`src/rtl/dff_ram_pkg.sv`:
```
// Shared types and elaboration helpers for the banked flop RAM.
// Holds the FSM state type, the parameter legality check and the lane-mask expander.
package dff_ram_pkg;

    localparam int unsigned MAX_WIDTH   = 1024;
    localparam int unsigned MAX_NL      = 128;
    localparam int unsigned MAX_WIDTH_W = 10;
    localparam int unsigned MAX_NL_W    = 7;

    typedef enum logic [0:0] {
        ST_INIT,
        ST_IDLE
    } state_e;

    function automatic bit is_pow2(input int unsigned v);
        return (v != 0) && ((v & (v - 1)) == 0);
    endfunction

    function automatic bit params_legal(input int unsigned width, input int unsigned lane_w,
                                        input int unsigned depth, input int unsigned bank_depth);
        if (lane_w == 0 || width == 0) return 1'b0;
        if ((width % lane_w) != 0 || width > MAX_WIDTH || (width / lane_w) > MAX_NL) return 1'b0;
        if (!is_pow2(depth) || !is_pow2(bank_depth) || bank_depth < 2) return 1'b0;
        return ((depth % bank_depth) == 0) && (depth >= bank_depth);
    endfunction

    // Bit i of the result copies mask[i / lane_w]; bits past nl*lane_w stay zero.
    function automatic logic [MAX_WIDTH-1:0] expand_mask(input logic [MAX_NL-1:0] mask,
                                                         input int unsigned nl,
                                                         input int unsigned lane_w);
        logic [MAX_WIDTH-1:0] wbe;
        wbe = '0;
        for (int unsigned i = 0; i < MAX_WIDTH; i++) begin
            if (lane_w != 0 && i < nl * lane_w) begin
                wbe[MAX_WIDTH_W'(i)] = mask[MAX_NL_W'(i / lane_w)];
            end
        end
        return wbe;
    endfunction

endpackage

```
`src/rtl/dff_ram_bank.sv`:
```
// One bank of the flop RAM: combinational read, bit-masked synchronous write, no reset.
module dff_ram_bank #(
    parameter int unsigned WIDTH      = 72,
    parameter int unsigned BANK_DEPTH = 4,
    parameter int unsigned LANE_W     = 9
) (
    input  logic                          clk,
    input  logic                          en_n,
    input  logic                          wr_n,
    input  logic [$clog2(BANK_DEPTH)-1:0] add,
    input  logic [WIDTH-1:0]              wbe,
    input  logic [WIDTH-1:0]              wdata,
    output logic [WIDTH-1:0]              rdata
);

    if ((WIDTH % LANE_W) != 0) begin : g_lane_err
        $error("dff_ram_bank: WIDTH must be a multiple of LANE_W");
    end

    logic [WIDTH-1:0] mem_q [BANK_DEPTH];

    always_ff @(posedge clk) begin
        if (!en_n && !wr_n) begin
            mem_q[add] <= (mem_q[add] & ~wbe) | (wdata & wbe);
        end
    end

    assign rdata = mem_q[add];

endmodule

```
`src/rtl/dff_ram_banked.sv`:
```
// Banked single-port flop RAM with lane write mask, registered read and a zeroing sweep
// that runs after reset and on a clear request.
module dff_ram_banked
    import dff_ram_pkg::*;
#(
    parameter int unsigned  WIDTH      = 72,
    parameter int unsigned  LANE_W     = 9,
    parameter int unsigned  DEPTH      = 8,
    parameter int unsigned  BANK_DEPTH = 4,
    localparam int unsigned AW         = $clog2(DEPTH),
    localparam int unsigned NL         = WIDTH / LANE_W
) (
    input  logic             clk,
    input  logic             rst_n,
    input  logic             en_n,
    input  logic             wr_n,
    input  logic [AW-1:0]    add,
    input  logic [NL-1:0]    wmask,
    input  logic [WIDTH-1:0] wdata,
    input  logic             clr,
    output logic [WIDTH-1:0] rdata,
    output logic             rvalid,
    output logic             ready
);

    localparam int unsigned BW = $clog2(BANK_DEPTH);
    localparam int unsigned NB = DEPTH / BANK_DEPTH;
    localparam int unsigned IW = (NB > 1) ? $clog2(NB) : 1;

    if (!params_legal(WIDTH, LANE_W, DEPTH, BANK_DEPTH)) begin : g_param_err
        $error("dff_ram_banked: illegal WIDTH/LANE_W/DEPTH/BANK_DEPTH combination");
    end

    state_e           state_q, state_d;
    logic [AW-1:0]    cnt_q, cnt_d;
    logic             ready_q, ready_d;
    logic             rvalid_q, rvalid_d;
    logic [WIDTH-1:0] rdata_q, rdata_d;

    logic [AW-1:0]    mem_addr;
    logic [IW-1:0]    mem_bank;
    logic [BW-1:0]    mem_word;
    logic             mem_acc;
    logic             mem_we;
    logic [WIDTH-1:0] mem_wbe;
    logic [WIDTH-1:0] mem_wdata;
    logic [WIDTH-1:0] wbe_user;
    logic [NB-1:0]    bank_en_n;
    logic [WIDTH-1:0] bank_rdata [NB];

    // The sweep owns the array while in INIT, so the address comes from the counter there.
    assign mem_addr = (state_q == ST_INIT) ? cnt_q : add;
    assign mem_word = mem_addr[BW-1:0];

    if (NB > 1) begin : g_multi_bank
        assign mem_bank = mem_addr[AW-1:BW];
    end else begin : g_single_bank
        assign mem_bank = '0;
    end

    assign wbe_user = WIDTH'(expand_mask(MAX_NL'(wmask), NL, LANE_W));

    always_comb begin
        mem_acc   = 1'b0;
        mem_we    = 1'b0;
        mem_wbe   = wbe_user;
        mem_wdata = wdata;
        if (state_q == ST_INIT) begin
            mem_acc   = 1'b1;
            mem_we    = 1'b1;
            mem_wbe   = '1;
            mem_wdata = '0;
        end else if (!clr && !en_n) begin
            mem_acc = 1'b1;
            mem_we  = !wr_n;
        end
    end

    for (genvar b = 0; b < NB; b++) begin : g_bank
        assign bank_en_n[b] = !(mem_acc && (mem_bank == IW'(b)));

        dff_ram_bank #(
            .WIDTH      (WIDTH),
            .BANK_DEPTH (BANK_DEPTH),
            .LANE_W     (LANE_W)
        ) u_bank (
            .clk   (clk),
            .en_n  (bank_en_n[b]),
            .wr_n  (!mem_we),
            .add   (mem_word),
            .wbe   (mem_wbe),
            .wdata (mem_wdata),
            .rdata (bank_rdata[b])
        );
    end

    always_comb begin
        state_d  = state_q;
        cnt_d    = cnt_q;
        ready_d  = ready_q;
        rvalid_d = 1'b0;
        rdata_d  = rdata_q;
        unique case (state_q)
            ST_INIT: begin
                if (cnt_q == AW'(DEPTH - 1)) begin
                    cnt_d   = '0;
                    state_d = ST_IDLE;
                    ready_d = 1'b1;
                end else begin
                    cnt_d = cnt_q + 1'b1;
                end
            end
            ST_IDLE: begin
                if (clr) begin
                    state_d = ST_INIT;
                    cnt_d   = '0;
                    ready_d = 1'b0;
                end else if (!en_n && wr_n) begin
                    rvalid_d = 1'b1;
                    rdata_d  = bank_rdata[mem_bank];
                end
            end
            default: state_d = ST_INIT;
        endcase
    end

    always_ff @(posedge clk or negedge rst_n) begin
        if (!rst_n) begin
            state_q  <= ST_INIT;
            cnt_q    <= '0;
            ready_q  <= 1'b0;
            rvalid_q <= 1'b0;
            rdata_q  <= '0;
        end else begin
            state_q  <= state_d;
            cnt_q    <= cnt_d;
            ready_q  <= ready_d;
            rvalid_q <= rvalid_d;
            rdata_q  <= rdata_d;
        end
    end

    assign rdata  = rdata_q;
    assign rvalid = rvalid_q;
    assign ready  = ready_q;

endmodule

```
`config.mk`:
```
export PLATFORM = sky130hd
export DESIGN_NAME = dff_ram_banked
export DESIGN_NICKNAME = d
export VERILOG_FILES = /design/src/rtl/dff_ram_pkg.sv /design/src/rtl/dff_ram_bank.sv /design/src/rtl/dff_ram_banked.sv
export SDC_FILE = /design/constraint.sdc
export NUM_CORES = 1
export LEC_CHECK = 0
export ABC_CLOCK_PERIOD_IN_PS = 10000
export CAP_MARGIN = 20
export CORE_ASPECT_RATIO = 0.9
export CORE_MARGIN = 2
export CORE_UTILIZATION = 64
export DETAILED_ROUTE_END_ITERATION = 12
export HOLD_SLACK_MARGIN = 0.12
export PLACE_DENSITY = 0.85
export RECOVER_POWER = 25
export REMOVE_ABC_BUFFERS = 1
export SETUP_SLACK_MARGIN = 0.05
export SYNTH_ARGS = -nofsm -noshare
export SYNTH_HDL_FRONTEND = slang
export SYNTH_SLANG_ARGS = --single-unit
```
`constraint.sdc`:
```
create_clock -name clk -period 10 [get_ports clk]
set_input_delay 2.5 -clock clk [delete_from_list [all_inputs] [get_ports clk]]
set_output_delay 2.5 -clock clk [all_outputs]
set_load 0.05 [all_outputs]
```
==> flow_metrics.py, run 1 <==
metrics = {
    "power_and_ir_drop": {
        "leakage_nw": 10.57,
        "power.total_mw": 10.13,
        "p_per_area_nw_per_um2": 332.0,
        "ir_worst_vdd_v": 0.0002622,
    },
    "die": {
        "core_um2": 40730,
        "std_cell_rows": 70,
        "initial_core_util_pct": 64.94,
        "die-area_um2": 42970,
        "io_pins": 162,
        "die_h_um": 196.9,
        "die_w_um": 218.3,
    },
    "timing": {
        "min_period_ps": 7325,
        "period_share_pct": 73.25,
        "drv_slew": 161,
        "timing.fmax_mhz": 136.5,
        "hold_violations": 0,
        "slew_headroom_pct": -118.9,
        "tns_ps": 0,
        "worst_slew_pin_slew_ps": 3283,
        "fin_skew_ps": 30.83,
        "final-setup-viol-count": 0,
        "rsz0062_at_grt": "no",
    },
    "clock_network": {
        "cts_buffers": 61,
        "clkLatencyLatePin_ps": 630,
        "cts_setup_buffers": 0,
        "h-tree-depth": 2,
        "post_cts_resized": 0,
        "clock-sinks": 654,
        "hold_buffers": 0,
        "clk_pin_slew_worst_paths_ps": 60,
        "clk_path_buf_depth": 3,
        "cts_root_buf": "clkbuf_16",
        "cts_tree": "yes",
    },
    "yosys": {
        "yosys_warnings": 0,
        "synth_fa_ha_area_share_pct": 0.09461,
        "synth-simple-area-share_pct": 4.820,
        "synth_top_family_by_area": "multiplexers",
        "syn_inst": 1438,
        "ys_ff_latch": 654,
        "avgSynthCellArea_um2": 18.39,
        "synthMuxAreaShare_pct": 12.45,
        "synth_compound_area_share_pct": 6.997,
        "netlist-cell-type-count": 27,
        "yosysSeqAreaShare_pct": 72.78,
        "synthXorXnorAreaFrac_pct": 0,
        "synthesis.area_um2": 26450,
    },
    "critical_path": {
        "worstSetupPathType": "input port to flip-flop",
        "start_kind": "input port",
        "crit_required_ps": 10530,
        "crit_fanout": 50,
        "reg2reg_depth": 4,
        "worstPathArrival_ps": 7850,
        "cp-end-kind": "flip-flop",
    },
    "routing": {
        "drt-pass1-iter-count": 9,
        "drt_iter0_drc": 1704,
        "drc_errors": 0,
        "vias_per_cell": 6.585,
        "routed_wl_um": 60250,
        "wire_per_inst_um": 27.62,
        "vias": 14362,
        "drtAntennaViolNets": 0,
    },
    "global_routing": {
        "grt_pass1_wl_um": 90960,
        "gr-total-overflow": 0,
        "grt_max_degree": 99,
        "antenna_found_initial": 0,
        "grt_pass1_vias": 15384,
        "grt_usage_pct": 28.86,
    },
    "finish": {
        "fillers": 2245,
        "multi_input_area_um2": 6510,
        "nets": 1680,
        "antenna_cells": 0,
        "area_growth_pct": 15.37,
        "drive_gt1_share_pct": 16.58,
        "seq_area_um2": 19250,
    },
    "status": {
        "violations": "max-capacitance violations, max-slew violations",
        "status": "finished with violations",
    },
    "placed_design": {
        "hpwlAfterDp_um": 31640,
        "routabilityCongestion": 0.7183,
        "port_buffers": 161,
    },
    "min_path": {
        "holdPathStages": 2,
        "hold_class": "flip-flop to flip-flop",
    },
    "job": {
        "drv_cap": 5,
    },
}
==> per-layer routing <==
| layer | wire [µm] | GRT usage (%) | vias up | share of wire, % |
|---|---|---|---|---|
| li1 | - | - | 6016 | - |
| met5 | 0 | 0 | - | 0 |
| met4 | 1561 | 10.05 | 0 | 2.6 |
| met2 | 31150 | 49.08 | 868 | 52 |
| met1 | 21780 | 38.61 | 7359 | 36 |
| met3 | 5755 | 4.583 | 119 | 9.6 |
==> critical path, cell delays in order <==
cell,delay (ps)
dlygate4sd3_1,810
nand4bb_1,1380
clkbuf_1,2410
a222oi_1,550
inv_1,150
==> registers in the layout, indices dropped and copies added (netlist names) <==
signal / count
cnt_q: 3
g_bank.u_bank.mem_q: 576
rdata: 72
ready: 1
rvalid: 1
state_q: 1
==> cell type report <==
type / instances / area share [%]
Timing Repair Buffer: 186 / 5.839
Clock inverter: 27 / 0.7832
Multi-Input combinational cell: 610 / 21.33
Clock buffer: 87 / 5.790
Sequential cell: 654 / 63.09
Tap cell: 540 / 2.214
Inverter: 77 / 0.9472
==> final timing paths <==
kind | slack [ps] | from | end
min | 510 | rdata[54] | rdata[54]
min in group asynchronous | 2530 | rst_n | rdata[46]
max | 2670 | clr | rdata[62]
min reg2reg | 510 | rdata[54] | rdata[54]
max reg2reg | 4570 | state_q | rdata[62]
max in group asynchronous | 5460 | rst_n | state_q
==> synth_stat cells <==
master	count	area share [%]
a211oi_1	1	0.028
o22ai_1	3	0.071
a21oi_1	1	0.019
dfrtp_1	78	7.4
mux4_2	144	12
clkbuf_1	55	0.78
nor2_1	4	0.057
nor2b_1	1	0.024
inv_1	77	1.1
or3_1	1	0.024
mux2_4	2	0.11
edfxtp_1	576	65
nor3_1	9	0.17
a31oi_1	2	0.047
a21boi_0	144	4.1
ha_1	2	0.095
buf_6	9	0.38
nand4bb_1	1	0.043
and4_1	1	0.033
o21ai_0	1	0.019
mux2i_1	2	0.076
buf_1	6	0.085
nand2b_1	144	3.4
buf_4	1	0.028
a222oi_1	72	2.7
nand2_1	75	1.1
buf_2	26	0.49
==> metrics by stage <==
step / instance area [µm²] / hold slack (ps) / std cells / setup slack, ps / utilization, %
floorplan: 25980 / 545.8 / 1341 / 697.4 / -
global placement: 28550 / 490.5 / 2067 / 4181 / 70.10
detailed placement: 28550 / 493.6 / 2067 / 4093 / 70.10
CTS: 30560 / 509.4 / 2181 / 4690 / 75.03
global route: 30510 / 538.8 / 2181 / 2541 / 74.92
finish: 30510 / 505.5 / 2181 / 2675 / 74.92
==> where the power goes <==
| part | switching [mW] | total (mW) | internal [mW] |
|---|---|---|---|
| Sequential | 0.325 | 4.40 | 4.07 |
| Clock | 0.996 | 2.30 | 1.31 |
| Combinational | 2.11 | 3.43 | 1.32 |
==> cells by family (layout without fill, tap and decap cells) <==
group / after synthesis / in the layout
adders and majority gates: 2 / 2
buffers and inverters: 174 / 377
and+or+nand+nor: 236 / 236
DFF: 654 / 654
AOI/OAI and AO/OA: 224 / 224
muxes: 148 / 148
==> cells in the final DEF (no fill, tap or decap), types with 4 or more instances in the layout <==
master	instances
clkbuf_8	10
a21boi_0	144
buf_4	22
dlygate4sd3_1	76
dfrtp_1	77
a222oi_1	72
clkdlybuf4s50_1	84
inv_1	77
nor2_1	4
clkinv_1	5
mux4_2	144
clkbuf_1	18
clkinvlp_4	5
nand2_1	75
clkbuf_16	63
edfxtp_1	576
nand2b_1	144
clkinv_2	8
nor3_2	6
Power figures use the tool's default switching activity.
==> inputs of run 2 (changes only) <==
Settings changed: ABC_CLOCK_PERIOD_IN_PS 10000 to 6500, CORE_UTILIZATION 64 to 53, PLACE_DENSITY 0.85 to 0.75.
Clock period 10 ns to 6.5 ns, I/O delays scaled along.
==> run 2 against run 1 <==
Effect of this change:
- the run still ends with max-capacitance violations, max-slew violations left
- register-to-register slack lost 3100 ps
- first-iteration DRC count shrank 18%
- largest power group unchanged
- critical path depth is the same
- clock power grew 61%
- largest cell class unchanged
==> flow_metrics.py, run 2 (synthesis gave the netlist of run 1 again) <==
metrics = {
    "critical_path": {
        "worstSetupPathType": "flip-flop to flip-flop",
        "worstPathArrival_ps": 4770,
        "crit_fanout": 91,
        "cp-end-kind": "flip-flop",
        "crit_required_ps": 6280,
        "start_kind": "flip-flop",
        "r2r_slack_ps": 1510,
    },
    "power_and_ir_drop": {
        "power.total_mw": 15.65,
        "leakage_nw": 10.63,
        "ir_worst_vdd_v": 0.0004565,
        "p_per_area_nw_per_um2": 507.4,
    },
    "die": {
        "die-area_um2": 51710,
        "die_w_um": 239.5,
        "die_h_um": 215.9,
        "core_um2": 49230,
        "initial_core_util_pct": 53.72,
        "std_cell_rows": 77,
        "io_pins": 162,
    },
    "status": {
        "status": "finished with violations",
        "violations": "max-capacitance violations, max-slew violations",
    },
    "finish": {
        "fillers": 3418,
        "largest_reg_flops": 576,
        "final_common_cell": "edfxtp_1",
        "nets": 1682,
        "final_cell_mix": "edfxtp_1, mux4_2, nand2b_1, a21boi_0, clkdlybuf4s50_1",
        "area_growth_pct": 16.59,
        "largest-register": "g_bank.u_bank.mem_q",
        "drive_gt1_share_pct": 15.93,
        "antenna_cells": 0,
    },
    "clock_network": {
        "cts_tree": "yes",
        "clk_path_buf_depth": 3,
        "clk_pin_slew_worst_paths_ps": 60,
        "post_cts_resized": 0,
        "h-tree-depth": 3,
        "cts_setup_buffers": 0,
        "hold_buffers": 0,
        "cts_root_buf": "clkbuf_16",
        "cts_buffers": 66,
        "clkLatencyLatePin_ps": 590,
        "clock-sinks": 654,
    },
    "timing": {
        "timing.fmax_mhz": 200.4,
        "slew_headroom_pct": -76.99,
        "tns_ps": 0,
        "min_period_ps": 4990,
        "hold_violations": 0,
        "fin_skew_ps": 19.64,
        "period_share_pct": 76.77,
        "rsz0062_at_grt": "no",
        "worst_slack_ps": 1510,
        "final-setup-viol-count": 0,
        "drv_slew": 324,
        "worst_slew_pin_slew_ps": 2655,
    },
    "routing": {
        "drc_errors": 0,
        "drtAntennaViolNets": 0,
        "drt_iter0_drc": 1403,
        "routed_wl_um": 57720,
        "vias": 14008,
        "vias_per_cell": 6.048,
        "wire_per_inst_um": 24.92,
        "drt-pass1-iter-count": 6,
    },
    "global_routing": {
        "antenna_found_initial": 0,
        "gr-total-overflow": 0,
        "grt_pass1_wl_um": 87900,
        "grt_usage_pct": 22.85,
        "grt_max_degree": 108,
        "grt_pass1_vias": 14811,
    },
    "job": {
        "drv_cap": 6,
    },
    "placed_design": {
        "hpwlAfterDp_um": 30160,
        "routabilityCongestion": 0.7439,
        "port_buffers": 161,
        "dp_slack_ps": 1647,
    },
    "min_path": {
        "hold_class": "flip-flop to flip-flop",
    },
}
[run 2: path summary, 6_finish.rpt]
kind / start / endpoint / depth (start not counted)
max: state_q / g_bank[1].u_bank.mem_q[2][39] / 5
min in group asynchronous: rst_n / rdata[43] / 1
min reg2reg: rdata[38] / rdata[38] / 2
min: rdata[38] / rdata[38] / 2
max in group asynchronous: rst_n / rdata[65] / 2
max reg2reg: state_q / g_bank[1].u_bank.mem_q[2][39] / 5
[run 2: final cells by class]
type | instances | area, µm² | share of cell area (%)
Clock buffer | 101 | 1959 | 6.354
Clock inverter | 20 | 171.4 | 0.5559
Inverter | 77 | 289.0 | 0.9373
Multi-Input combinational cell | 610 | 6518 | 21.14
Sequential cell | 654 | 19250 | 62.43
Tap cell | 671 | 839.6 | 2.723
Timing Repair Buffer | 183 | 1808 | 5.863
[run 2: per-layer routing]
layer | wire, µm | GRT usage, % | up-vias
met5 | 0 | 0 | -
met4 | 988 | 5.479 | 0
met3 | 4690 | 4.528 | 85
met2 | 28270 | 36.58 | 592
met1 | 23770 | 32.82 | 7314
li1 | - | - | 6017
[run 2: where the power goes]
part / internal (mW) / switching (mW)
logic: 2.03 / 3.17
registers: 6.29 / 0.460
clock network: 2.20 / 1.51
[run 2: metrics by stage]
stage	instance area, µm²	instances	util, %	hold slack, ps
floorplan	25980	1341	-	545.8
global placement	28790	2194	58.47	493.7
detailed placement	28790	2194	58.47	497.5
CTS	30920	2315	62.80	510.7
global route	30840	2316	62.64	532.6
finish	30840	2316	62.64	499.2
[run 2: worst max-delay path: stages, from the launching register on]
cell	delay [ps]
dfrtp_4	980
buf_4	900
nor2b_1	210
a31oi_1	530
nor3_2	80
clkbuf_2	1400
